`config.mk`:
```
export PLATFORM = sky130hd
export DESIGN_NAME = i2c_wb_sequencer
export DESIGN_NICKNAME = d
export VERILOG_FILES = /design/src/rtl/i2c_seq_pkg.sv /design/src/rtl/i2c_seq_wb_access.sv /design/src/rtl/i2c_wb_sequencer.sv
export SDC_FILE = /design/constraint.sdc
export NUM_CORES = 1
export LEC_CHECK = 0
export BUFFER_PORTS_ARGS = -buffer_cell sky130_fd_sc_hd__clkbuf_2
export CORE_MARGIN = 8
export CORE_UTILIZATION = 35
export CTS_CLUSTER_DIAMETER = 200
export DETAILED_ROUTE_END_ITERATION = 12
export HOLD_SLACK_MARGIN = 0.06
export PLACE_DENSITY = 0.54
export SLEW_MARGIN = 20
export SYNTH_ARGS = -nofsm -noshare
export SYNTH_HDL_FRONTEND = slang
export SYNTH_HIERARCHICAL = 1
export SYNTH_SLANG_ARGS = --single-unit
```
`constraint.sdc`:
```
create_clock -name wb_clk_i -period 3.8 [get_ports wb_clk_i]
set_input_delay 0.38 -clock wb_clk_i [delete_from_list [all_inputs] [get_ports wb_clk_i]]
set_output_delay 0.38 -clock wb_clk_i [all_outputs]
set_load 0.005 [all_outputs]
```
`src/rtl/i2c_seq_pkg.sv`:
```
// Shared constants and types for the I2C register-access sequencer that drives a
// WISHBONE I2C master core (PRER/CTR/TXR/RXR/CR/SR register map).
package i2c_seq_pkg;

    localparam logic [2:0] ADR_PRERLO = 3'd0;
    localparam logic [2:0] ADR_PRERHI = 3'd1;
    localparam logic [2:0] ADR_CTR    = 3'd2;
    localparam logic [2:0] ADR_TXR    = 3'd3;
    localparam logic [2:0] ADR_RXR    = 3'd3;
    localparam logic [2:0] ADR_CR     = 3'd4;
    localparam logic [2:0] ADR_SR     = 3'd4;

    localparam logic [7:0] CR_STA_WR      = 8'h90;
    localparam logic [7:0] CR_WR          = 8'h10;
    localparam logic [7:0] CR_WR_STO      = 8'h50;
    localparam logic [7:0] CR_RD_NACK_STO = 8'h68;
    localparam logic [7:0] CR_STO         = 8'h40;
    localparam logic [7:0] CTR_EN         = 8'h80;

    localparam int SR_RXACK = 7;
    localparam int SR_AL    = 5;
    localparam int SR_TIP   = 1;

    typedef enum logic [2:0] {ST_INIT, ST_IDLE, ST_STEP, ST_POLL, ST_STOP, ST_RESP} seq_state_e;

    typedef enum logic [1:0] {
        ERR_OK   = 2'b00,
        ERR_NACK = 2'b01,
        ERR_AL   = 2'b10,
        ERR_TMO  = 2'b11
    } rsp_err_e;

    typedef struct packed {
        logic       rnw;
        logic [6:0] dev;
        logic [7:0] radr;
        logic [7:0] wdata;
    } seq_req_t;

    typedef struct packed {
        logic       we;
        logic [2:0] adr;
        logic [7:0] dat;
    } wb_req_t;

endpackage

```
`src/rtl/i2c_seq_wb_access.sv`:
```
// Single WISHBONE master access per start pulse; done pulses in the cycle after ack
// with the read data captured, which also gives the idle cycle between accesses.
import i2c_seq_pkg::*;

module i2c_seq_wb_access (
    input  logic       wb_clk_i,
    input  logic       arst_i,
    input  logic       start,
    input  wb_req_t    req,
    output logic       done,
    output logic [7:0] rdata,
    output logic [2:0] wbm_adr_o,
    output logic [7:0] wbm_dat_o,
    input  logic [7:0] wbm_dat_i,
    output logic       wbm_we_o,
    output logic       wbm_stb_o,
    output logic       wbm_cyc_o,
    input  logic       wbm_ack_i
);

    assign wbm_stb_o = wbm_cyc_o;

    always_ff @(posedge wb_clk_i or negedge arst_i) begin
        if (!arst_i) begin
            wbm_cyc_o <= 1'b0;
            wbm_we_o  <= 1'b0;
            wbm_adr_o <= '0;
            wbm_dat_o <= '0;
            done      <= 1'b0;
            rdata     <= '0;
        end else begin
            done <= 1'b0;
            if (wbm_cyc_o) begin
                if (wbm_ack_i) begin
                    wbm_cyc_o <= 1'b0;
                    wbm_we_o  <= 1'b0;
                    done      <= 1'b1;
                    rdata     <= wbm_dat_i;
                end
            end else if (start) begin
                wbm_cyc_o <= 1'b1;
                wbm_we_o  <= req.we;
                wbm_adr_o <= req.adr;
                wbm_dat_o <= req.dat;
            end
        end
    end

endmodule

```
`src/rtl/i2c_wb_sequencer.sv`:
```
// Turns single-register I2C read/write requests into I2C core command sequences.
// Define I2C_SEQ_TIMEOUT_EN to bound SR polling per step to POLL_LIMIT reads (err 11).
import i2c_seq_pkg::*;

module i2c_wb_sequencer #(
    parameter logic [15:0] PRESCALE   = 16'h0063,
    parameter logic [15:0] POLL_LIMIT = 16'd4096
) (
    input  logic       wb_clk_i,
    input  logic       arst_i,
    input  logic       req_valid,
    output logic       req_ready,
    input  logic       req_rnw,
    input  logic [6:0] req_dev,
    input  logic [7:0] req_reg,
    input  logic [7:0] req_wdata,
    output logic       rsp_valid,
    output logic [7:0] rsp_rdata,
    output logic [1:0] rsp_err,
    output logic [2:0] wbm_adr_o,
    output logic [7:0] wbm_dat_o,
    input  logic [7:0] wbm_dat_i,
    output logic       wbm_we_o,
    output logic       wbm_stb_o,
    output logic       wbm_cyc_o,
    input  logic       wbm_ack_i
);

`ifdef I2C_SEQ_TIMEOUT_EN
    localparam bit TMO_EN = 1'b1;
`else
    localparam bit TMO_EN = 1'b0;
`endif

    seq_state_e  state;
    seq_req_t    req_q;
    wb_req_t     acc_q;
    logic        acc_start, acc_done, busy, phase, in_stop;
    logic [7:0]  acc_rdata;
    logic [1:0]  init_idx;
    logic [2:0]  step;
    logic [15:0] poll_cnt;
    logic [7:0]  step_txr, step_cr;
    logic        step_has_txr, step_last, poll_hit;

    i2c_seq_wb_access u_wb (
        .wb_clk_i (wb_clk_i),  .arst_i    (arst_i),
        .start    (acc_start), .req       (acc_q),
        .done     (acc_done),  .rdata     (acc_rdata),
        .wbm_adr_o(wbm_adr_o), .wbm_dat_o (wbm_dat_o), .wbm_dat_i(wbm_dat_i),
        .wbm_we_o (wbm_we_o),  .wbm_stb_o (wbm_stb_o), .wbm_cyc_o(wbm_cyc_o),
        .wbm_ack_i(wbm_ack_i)
    );

    // Step 3 (read only) is a bare CR command; step 4 is the RXR fetch.
    always_comb begin
        step_txr     = 8'h00;
        step_cr      = CR_RD_NACK_STO;
        step_has_txr = 1'b1;
        case (step)
            3'd0: begin step_txr = {req_q.dev, 1'b0}; step_cr = CR_STA_WR; end
            3'd1: begin step_txr = req_q.radr;        step_cr = CR_WR;     end
            3'd2: begin
                step_txr = req_q.rnw ? {req_q.dev, 1'b1} : req_q.wdata;
                step_cr  = req_q.rnw ? CR_STA_WR : CR_WR_STO;
            end
            default: step_has_txr = 1'b0;
        endcase
        step_last = req_q.rnw ? (step == 3'd3) : (step == 3'd2);
        poll_hit  = (poll_cnt == POLL_LIMIT - 16'd1);
    end

    always_ff @(posedge wb_clk_i or negedge arst_i) begin
        if (!arst_i) begin
            state     <= ST_INIT;
            req_q     <= '0;
            acc_q     <= '0;
            acc_start <= 1'b0;
            busy      <= 1'b0;
            phase     <= 1'b0;
            in_stop   <= 1'b0;
            init_idx  <= '0;
            step      <= '0;
            poll_cnt  <= '0;
            req_ready <= 1'b0;
            rsp_valid <= 1'b0;
            rsp_rdata <= '0;
            rsp_err   <= ERR_OK;
        end else begin
            acc_start <= 1'b0;
            rsp_valid <= 1'b0;
            case (state)
                ST_INIT: begin
                    if (!busy) begin
                        acc_start <= 1'b1;
                        busy      <= 1'b1;
                        case (init_idx)
                            2'd0:    acc_q <= '{we: 1'b1, adr: ADR_PRERLO, dat: PRESCALE[7:0]};
                            2'd1:    acc_q <= '{we: 1'b1, adr: ADR_PRERHI, dat: PRESCALE[15:8]};
                            default: acc_q <= '{we: 1'b1, adr: ADR_CTR,    dat: CTR_EN};
                        endcase
                    end else if (acc_done) begin
                        busy <= 1'b0;
                        if (init_idx == 2'd2) begin
                            state     <= ST_IDLE;
                            req_ready <= 1'b1;
                        end else begin
                            init_idx <= init_idx + 2'd1;
                        end
                    end
                end
                ST_IDLE: begin
                    if (req_valid && req_ready) begin
                        req_q     <= '{rnw: req_rnw, dev: req_dev, radr: req_reg, wdata: req_wdata};
                        req_ready <= 1'b0;
                        step      <= '0;
                        phase     <= 1'b0;
                        in_stop   <= 1'b0;
                        poll_cnt  <= '0;
                        rsp_rdata <= '0;
                        rsp_err   <= ERR_OK;
                        state     <= ST_STEP;
                    end
                end
                ST_STEP: begin
                    if (!busy) begin
                        acc_start <= 1'b1;
                        busy      <= 1'b1;
                        if (step == 3'd4)
                            acc_q <= '{we: 1'b0, adr: ADR_RXR, dat: 8'h00};
                        else if (!phase && step_has_txr)
                            acc_q <= '{we: 1'b1, adr: ADR_TXR, dat: step_txr};
                        else
                            acc_q <= '{we: 1'b1, adr: ADR_CR, dat: step_cr};
                    end else if (acc_done) begin
                        busy <= 1'b0;
                        if (step == 3'd4) begin
                            rsp_rdata <= acc_rdata;
                            rsp_valid <= 1'b1;
                            state     <= ST_RESP;
                        end else if (!phase && step_has_txr) begin
                            phase <= 1'b1;
                        end else begin
                            poll_cnt <= '0;
                            state    <= ST_POLL;
                        end
                    end
                end
                ST_POLL: begin
                    if (!busy) begin
                        acc_start <= 1'b1;
                        busy      <= 1'b1;
                        acc_q     <= '{we: 1'b0, adr: ADR_SR, dat: 8'h00};
                    end else if (acc_done) begin
                        busy <= 1'b0;
                        if (acc_rdata[SR_TIP]) begin
                            if (TMO_EN && poll_hit) begin
                                rsp_err   <= ERR_TMO;
                                rsp_valid <= in_stop;
                                state     <= in_stop ? ST_RESP : ST_STOP;
                            end else if (!poll_hit) begin
                                poll_cnt <= poll_cnt + 16'd1;
                            end
                        end else if (in_stop) begin
                            rsp_valid <= 1'b1;
                            state     <= ST_RESP;
                        end else if (acc_rdata[SR_AL]) begin
                            // Arbitration lost: the bus belongs to someone else, so no STOP.
                            rsp_err   <= ERR_AL;
                            rsp_valid <= 1'b1;
                            state     <= ST_RESP;
                        end else if (acc_rdata[SR_RXACK] && step_cr != CR_RD_NACK_STO) begin
                            rsp_err <= ERR_NACK;
                            state   <= ST_STOP;
                        end else if (step_last && !req_q.rnw) begin
                            rsp_valid <= 1'b1;
                            state     <= ST_RESP;
                        end else begin
                            step     <= step_last ? 3'd4 : step + 3'd1;
                            phase    <= 1'b0;
                            poll_cnt <= '0;
                            state    <= ST_STEP;
                        end
                    end
                end
                ST_STOP: begin
                    if (!busy) begin
                        acc_start <= 1'b1;
                        busy      <= 1'b1;
                        acc_q     <= '{we: 1'b1, adr: ADR_CR, dat: CR_STO};
                    end else if (acc_done) begin
                        busy     <= 1'b0;
                        in_stop  <= 1'b1;
                        poll_cnt <= '0;
                        state    <= ST_POLL;
                    end
                end
                ST_RESP: begin
                    req_ready <= 1'b1;
                    state     <= ST_IDLE;
                end
                default: state <= ST_INIT;
            endcase
        end
    end

endmodule

```
# Word-level counts from Yosys, hierarchy flattened
# Cells that the tools add are included.
[totals] register_bits=82 elab_cells=194 output_inout_bits=26 inputBits=36
[op_classes] reduce_logical=31 n_bitwise=2 n_eq_ne=37 muxes=98 addsub=2
[ops] operator="3-bit two-way mux" n=26
[ops] operator="12-bit two-way mux" n=5
[ops] operator="8-bit two-way mux" n=6
[ops] operator="12-bit case mux with 4 select lines" n=1
[ops] operator="8-bit case mux with 3 select lines" n=2
[ops] operator="1-bit two-way mux" n=41
[ops] operator="2-bit inequality test (second input constant)" n=19
[ops] operator="10-bit case mux with 2 select lines" n=1
[ops] operator="3-bit case mux with 6 select lines" n=1
[ops] operator="8-bit case mux with 2 select lines" n=1
[ops] operator="5-bit AND reduction" n=3
[ops] operator="2-bit two-way mux" n=7
[ops] operator="13-bit AND reduction" n=1
[ops] operator="3-bit by 2-bit equality test with 1-bit output (second input constant)" n=4
[ops] operator="12-bit AND reduction" n=1
[ops] operator="11-bit two-way mux" n=1
[ops] operator="3-bit equality test (second input constant)" n=3
[ops] operator="9-bit AND reduction" n=1
[ops] operator="2-bit by 1-bit inequality test with 1-bit output (second input constant)" n=4
[ops] operator="8-bit by 7-bit inequality test with 1-bit output (second input constant)" n=1
[ops] operator="2-bit AND reduction" n=4
[ops] operator="4-bit AND reduction" n=2
[ops] operator="2-bit nonzero test" n=4
[ops] operator="7-bit AND reduction" n=1
[ops] operator="other kinds (20)" n=30

# Logic depth before layout (Yosys ltp)
[logic_depth] ltp_word=11 ltp_mapped=8 depth_no_buf=7

# By module
# Netlist, hierarchy kept.
[by_module_without_submodules] mod="i2c_wb_sequencer" cells_per_inst=298 area_per_inst_um2=3125.5 seq_area_each_um2=1501.4 n_inst=1
[by_module_without_submodules] mod="i2c_seq_wb_access" cells_per_inst=51 area_per_inst_um2=879.6 seq_area_each_um2=550.5 n_inst=1

# Least setup slack after synthesis
# No wires, ideal clock.
[synth_timing] path_type="reg2reg" startpoint="reg step[0]" endpoint="reg state[0]" arrival_ps=1824 slack_ps=1836 setup_time_ps=140 path_buffers=1 t_required_ps=3660 path_stages_with_launch=9 period_less_slack_ps=1964 cell_sequence="dfrtp_1 inv_1 ha_1 nor2b_1 and2_4 buf_6 a211o_1 a2111oi_4 a221oi_2"
[synth_via] elab_chain_cells=11 word_cells_on_any_way=26 cone_classes="6 x eq/ne; 14 x mux; 6 x reduce/logical"
[synth_rtl] item="start: declaration" line_no="i2c_wb_sequencer.sv:41" source="logic [2:0] step;"
[synth_rtl] item="start signal: assignment" line_no="i2c_wb_sequencer.sv:179" source="step <= step_last ? 3'd4 : step + 3'd1;"
[synth_rtl] item="3-bit by 2-bit equality test with 1-bit output (tied with other cells)" line_no="i2c_wb_sequencer.sv:60, i2c_wb_sequencer.sv:69"
[synth_rtl] item="8-bit case mux with 3 select lines or 1-bit two-way mux (tied branches)" line_no="i2c_wb_sequencer.sv:60, i2c_wb_sequencer.sv:69"
[synth_rtl] item="8-bit by 7-bit inequality test with 1-bit output or 1-bit logical AND (tied branches)" line_no="i2c_wb_sequencer.sv:172, i2c_wb_sequencer.sv:175"
[synth_rtl] item="1-bit logical AND or 3-bit two-way mux (tied branches)" line_no="i2c_wb_sequencer.sv:172, i2c_wb_sequencer.sv:175"
[synth_rtl] item="3-bit two-way mux" line_no="i2c_wb_sequencer.sv:172" source="end else if (acc_rdata[SR_RXACK] && step_cr != CR_RD_NACK_STO) begin"
[synth_rtl] item="3-bit two-way mux" line_no="i2c_wb_sequencer.sv:167" source="end else if (acc_rdata[SR_AL]) begin"
[synth_rtl] item="3-bit two-way mux" line_no="i2c_wb_sequencer.sv:164" source="end else if (in_stop) begin"
[synth_rtl] item="3-bit two-way mux" line_no="i2c_wb_sequencer.sv:156" source="if (acc_rdata[SR_TIP]) begin"
[synth_rtl] item="3-bit two-way mux" line_no="i2c_wb_sequencer.sv:154" source="end else if (acc_done) begin"
[synth_rtl] item="3-bit two-way mux" line_no="i2c_wb_sequencer.sv:150" source="if (!busy) begin"
[synth_rtl] item="3-bit case mux with 6 select lines" line_no="i2c_wb_sequencer.sv:92" source="case (state)"
[synth_rtl] item="end signal: assignment" line_no="i2c_wb_sequencer.sv:160" source="state <= in_stop ? ST_RESP : ST_STOP;"
[synth_rtl] item="end: declaration" line_no="i2c_wb_sequencer.sv:35" source="seq_state_e state;"
# Several ways; a longest one is shown, not always the timed one. The select of a mux whose other input is x is not followed.
# A chain may end at the register's enable or synchronous reset.

# Worst setup path after layout
[layout_timing] startpoint="reg state[2]" endpoint="reg req_q[10] (netlist name)"
[layout_via] elab_chain_cells=2
[layout_rtl] item="3-bit by 1-bit equality test with 1-bit output" line_no="i2c_wb_sequencer.sv:92"
[layout_rtl] item="2-bit AND reduction (no line)"
[layout_rtl] item="end signal: assignment" line_no="i2c_wb_sequencer.sv:114" source="req_q <= '{rnw: req_rnw, dev: req_dev, radr: req_reg, wdata: req_wdata};"
[layout_rtl] item="end: declaration" line_no="i2c_wb_sequencer.sv:36" source="seq_req_t req_q;"
# Every way passes these cells.

==> results by group <==
Global routing
  • Met1 Usage GRT: 16.04%
  • GR peak layer: met2
  • Met2 GRT Util: 19.40%
  • Initial antenna violation count: 0
  • Met3 usage: 3.333%
  • GR Overflow Total: 0
  • Largest net degree at the start of global routing: 83
  • Overall routing resource usage: 12.40%
  • First-pass GRT wire length: 14830 um
  • Vias in the first global route: 2909

Logic synthesis
  • Yosys warning count: 6
  • Seq cells post-synth: 82
  • Post-synthesis mux area share: 14.25%
  • Post-Synth Simple-Gate Area: 12.71%
  • Largest family of logic cells by synthesized area: compound AO/OA/AOI/OAI gates
  • Synthesized instance count: 349
  • Asr flop ratio synth: between 90% and 100%
  • Mapped Nets: 394
  • Mapped Area: 0.004005 sq mm
  • Synth Area in Compound Gates: 14.25%
  • EDFF count, synth: 0
  • Post-Synth Adder-Cell Area: around 2.8%
  • Syn Area/Cell: 11.48 sq um
  • Sequential share of the synthesized area: 51.23%
  • Synth Area in XOR/XNOR: less than 1%
  • Most used DFF post-synth: dfrtp_1
  • Synth cell types: 63

Worst setup path
  • RR Startpoint: state[2]$_DFFE_PN0P_
  • CP Launch Type: flop
  • R2R depth: 3
  • CP max-delay cell: nand4_2
  • Endpoint class of the critical path: flop
  • Reg-to-Reg End: req_q[10]$_DFFE_PN0P_
  • Max FO, Critical Path: 25
  • Critical path arrival: 2650 ps
  • Critical path's largest stage delay: roughly 680 ps
  • R2R Setup Slk: 1370 ps
  • Crit path required time: 4010 ps
  • Worst Setup Path Type: reg -> reg
  • Crit-path cells: and2b_4, nand4_2, mux2_1

Timing
  • Slew Viols, Final: 0
  • Slew @ Worst Pin: 846.8 ps
  • Final Hold Vio Count: 0
  • Fin crit share: 64.06%
  • Relative slew slack: 43.41%
  • Final hold slack: about 90 ps
  • Final WS setup: between 1000 and 1500 ps
  • Tmin final: 2434 ps
  • Final setup violation count: 0
  • Max Fclk: approximately 0.41 GHz
  • RSZ-0062 raised after global routing: no
  • Setup tns final: 0 ps
  • Clk_skew: 7.770 ps

Run
  • Max_cap viols: 0

Floorplan
  • Row Count: 39
  • Initial Util: 35.53%
  • Die area: 0.01512 sq mm
  • Core area: 0.01127 sq mm
  • Die Width: about 120 um
  • Die Y-Extent: 123.0 um
  • I/O pin count: 62

Routing
  • Detail Route Antenna Nets: 0
  • DRC viols: 0
  • Total iterations of the first detailed-routing run: 4
  • Via-to-Cell Ratio: approximately 5
  • Wirelength, routed: 8895 um
  • Initial drt markers: about 150
  • Via count: 2785
  • DR WL/cell: 16.20 um

Power
  • Max VDD drop: ~0.00023 V
  • Pwr/cell area: 852.8 mW/mm^2
  • LEAKAGE: ~0.0021 uW

Placement
  • Pre-CTS setup slack: 1346 ps
  • DPL Wire Length: 6358 um
  • Placed instance area: approximately 0.0044 sq mm
  • RePlAce Congestion: between 0.8 and 0.9
  • Placed Cells: 534
  • Port Buf Inserts: 61

Clock tree
  • Clk slew on worst S/H paths: 60 ps
  • CTS Hold Bufs: 0
  • # clock sinks: just over 80
  • Worst-skew pair later-pin latency: 330 ps
  • Setup Buffers After CTS: 0
  • Clk buf depth: 2
  • Cts repair resizes: 0
  • Root Driver: clkbuf_16
  • CTS Buf Count: 9
  • H-tree depth: 3
  • CTS tree: done

Final layout
  • Syn-to-layout area delta: 16.25%
  • Share of cells above drive strength 1: 31.77%
  • Fillcell total: about 1100
  • # diodes: 0
  • Finished Cell Area: about 0.0047 sq mm
  • # nets final: 447
  • Final Non-Filler Cells: 549

Status
  • Status: finished clean

Hold path
  • Worst hold path type: in -> async
## synthesized netlist by cell type (3+ instances only)
| library cell | number | share of area [%] |
|---|---|---|
| a31oi_1 | 4 | 0.62 |
| inv_1 | 15 | 1.4 |
| nor2_1 | 23 | 2.2 |
| buf_4 | 5 | 0.94 |
| o21ai_1 | 11 | 1.4 |
| a21oi_1 | 17 | 2.1 |
| o21ai_0 | 9 | 1.1 |
| o31ai_1 | 5 | 0.94 |
| ha_1 | 9 | 2.8 |
| a22oi_1 | 4 | 0.75 |
| clkbuf_1 | 4 | 0.37 |
| mux2_1 | 9 | 2.5 |
| nand2b_1 | 5 | 0.78 |
| dfrtp_1 | 82 | 51 |
| nor3_1 | 5 | 0.62 |
| mux2_2 | 27 | 7.6 |
| nor2b_1 | 4 | 0.62 |
| nand2_1 | 36 | 3.4 |
| mux2_4 | 9 | 3.4 |
| buf_2 | 7 | 0.87 |
| mux2i_1 | 3 | 0.75 |
| nand3_1 | 5 | 0.62 |
## routing by layer
| layer | share of wire, % | wire length [um] |
|---|---|---|
| met5 | 0 | 0 |
| met2 | 48 | 4234 |
| met3 | 4.6 | 406 |
| met4 | 1.8 | 159 |
| met1 | 46 | 4095 |
## power by group
group / internal, uW / switching [uW]
registers: 1250 / 328
logic: 725 / 819
clock network: 508 / 336
total: 2490 / 1480
## per-stage QoR
stage / utilization (%) / total power [uW]
global route: 41.30 / 4279
detailed placement: 38.74 / 3154
finish: 41.30 / 3971
floorplan: - / 2686
CTS: 41.27 / 4018
global placement: 38.74 / 3118
## area by class of cell
| type | count | area, sq um | share of cell area (%) |
|---|---|---|---|
| multi-input combinational | 233 | 1772 | 38.05 |
| clock inverter | 4 | 52.55 | 1.129 |
| inverter | 15 | 56.30 | 1.209 |
| sequential | 82 | 2052 | 44.07 |
| tap | 143 | 178.9 | 3.843 |
| timing repair buffer | 61 | 311.5 | 6.692 |
| clock buffer | 11 | 232.7 | 4.999 |
## worst max-delay path by stage
stage                         start                     to  slack [ps]
2_1_floorplan   step[0]$_DFFE_PN0P_   state[0]$_DFFE_PN0P_        1840
3_3_place_gp   state[2]$_DFFE_PN0P_  req_q[20]$_DFFE_PN0P_        1400
3_5_place_dp   state[2]$_DFFE_PN0P_  req_q[10]$_DFFE_PN0P_        1350
4_1_cts        state[2]$_DFFE_PN0P_  req_q[10]$_DFFE_PN0P_        1330
5_1_grt        state[1]$_DFFE_PN0P_   acc_q[5]$_DFFE_PN0P_        1120
6_report       state[2]$_DFFE_PN0P_  req_q[10]$_DFFE_PN0P_        1370
## cells in the final DEF, fill, tap and decap left out, types with 5 or more instances in the layout
cell type / instances
o21ai_0: 9
dfrtp_1: 82
o21ai_1: 11
nand2_1: 36
inv_1: 15
ha_1: 9
nand2b_1: 5
clkbuf_16: 9
mux2_2: 27
mux2_4: 9
nor3_1: 5
o31ai_1: 5
clkbuf_2: 60
nand3_1: 5
nor2_1: 23
a21oi_1: 17
mux2_1: 9
## critical path, delay by kind of cell, from the launching register on
| kind | cells | cell delay [ps] |
|---|---|---|
| mux | 1 | 580 |
| simple gates | 2 | 1130 |
| flops | 1 | 580 |
## cells by family (layout without fill, tap and decap cells)
logic type / count (synthesis) / after routing
and+or+nand+nor: 98 / 98
DFF: 82 / 82
AOI/OAI and AO/OA: 77 / 77
muxes: 48 / 48
buffers and inverters: 34 / 91
adders and majority gates: 9 / 9
xor gates and xnor gates: 1 / 1
## state kept, by name (all words and copies together) (netlist names), 2 cells and up
signal / count
req_q: 24
acc_q: 12
rsp_rdata: 8
u_wb/rdata: 8
u_wb/wbm_dat_o: 8
state: 3
step: 3
u_wb/wbm_adr_o: 3
init_idx: 2
rsp_err: 2
(Power assumes the default switching activity.)
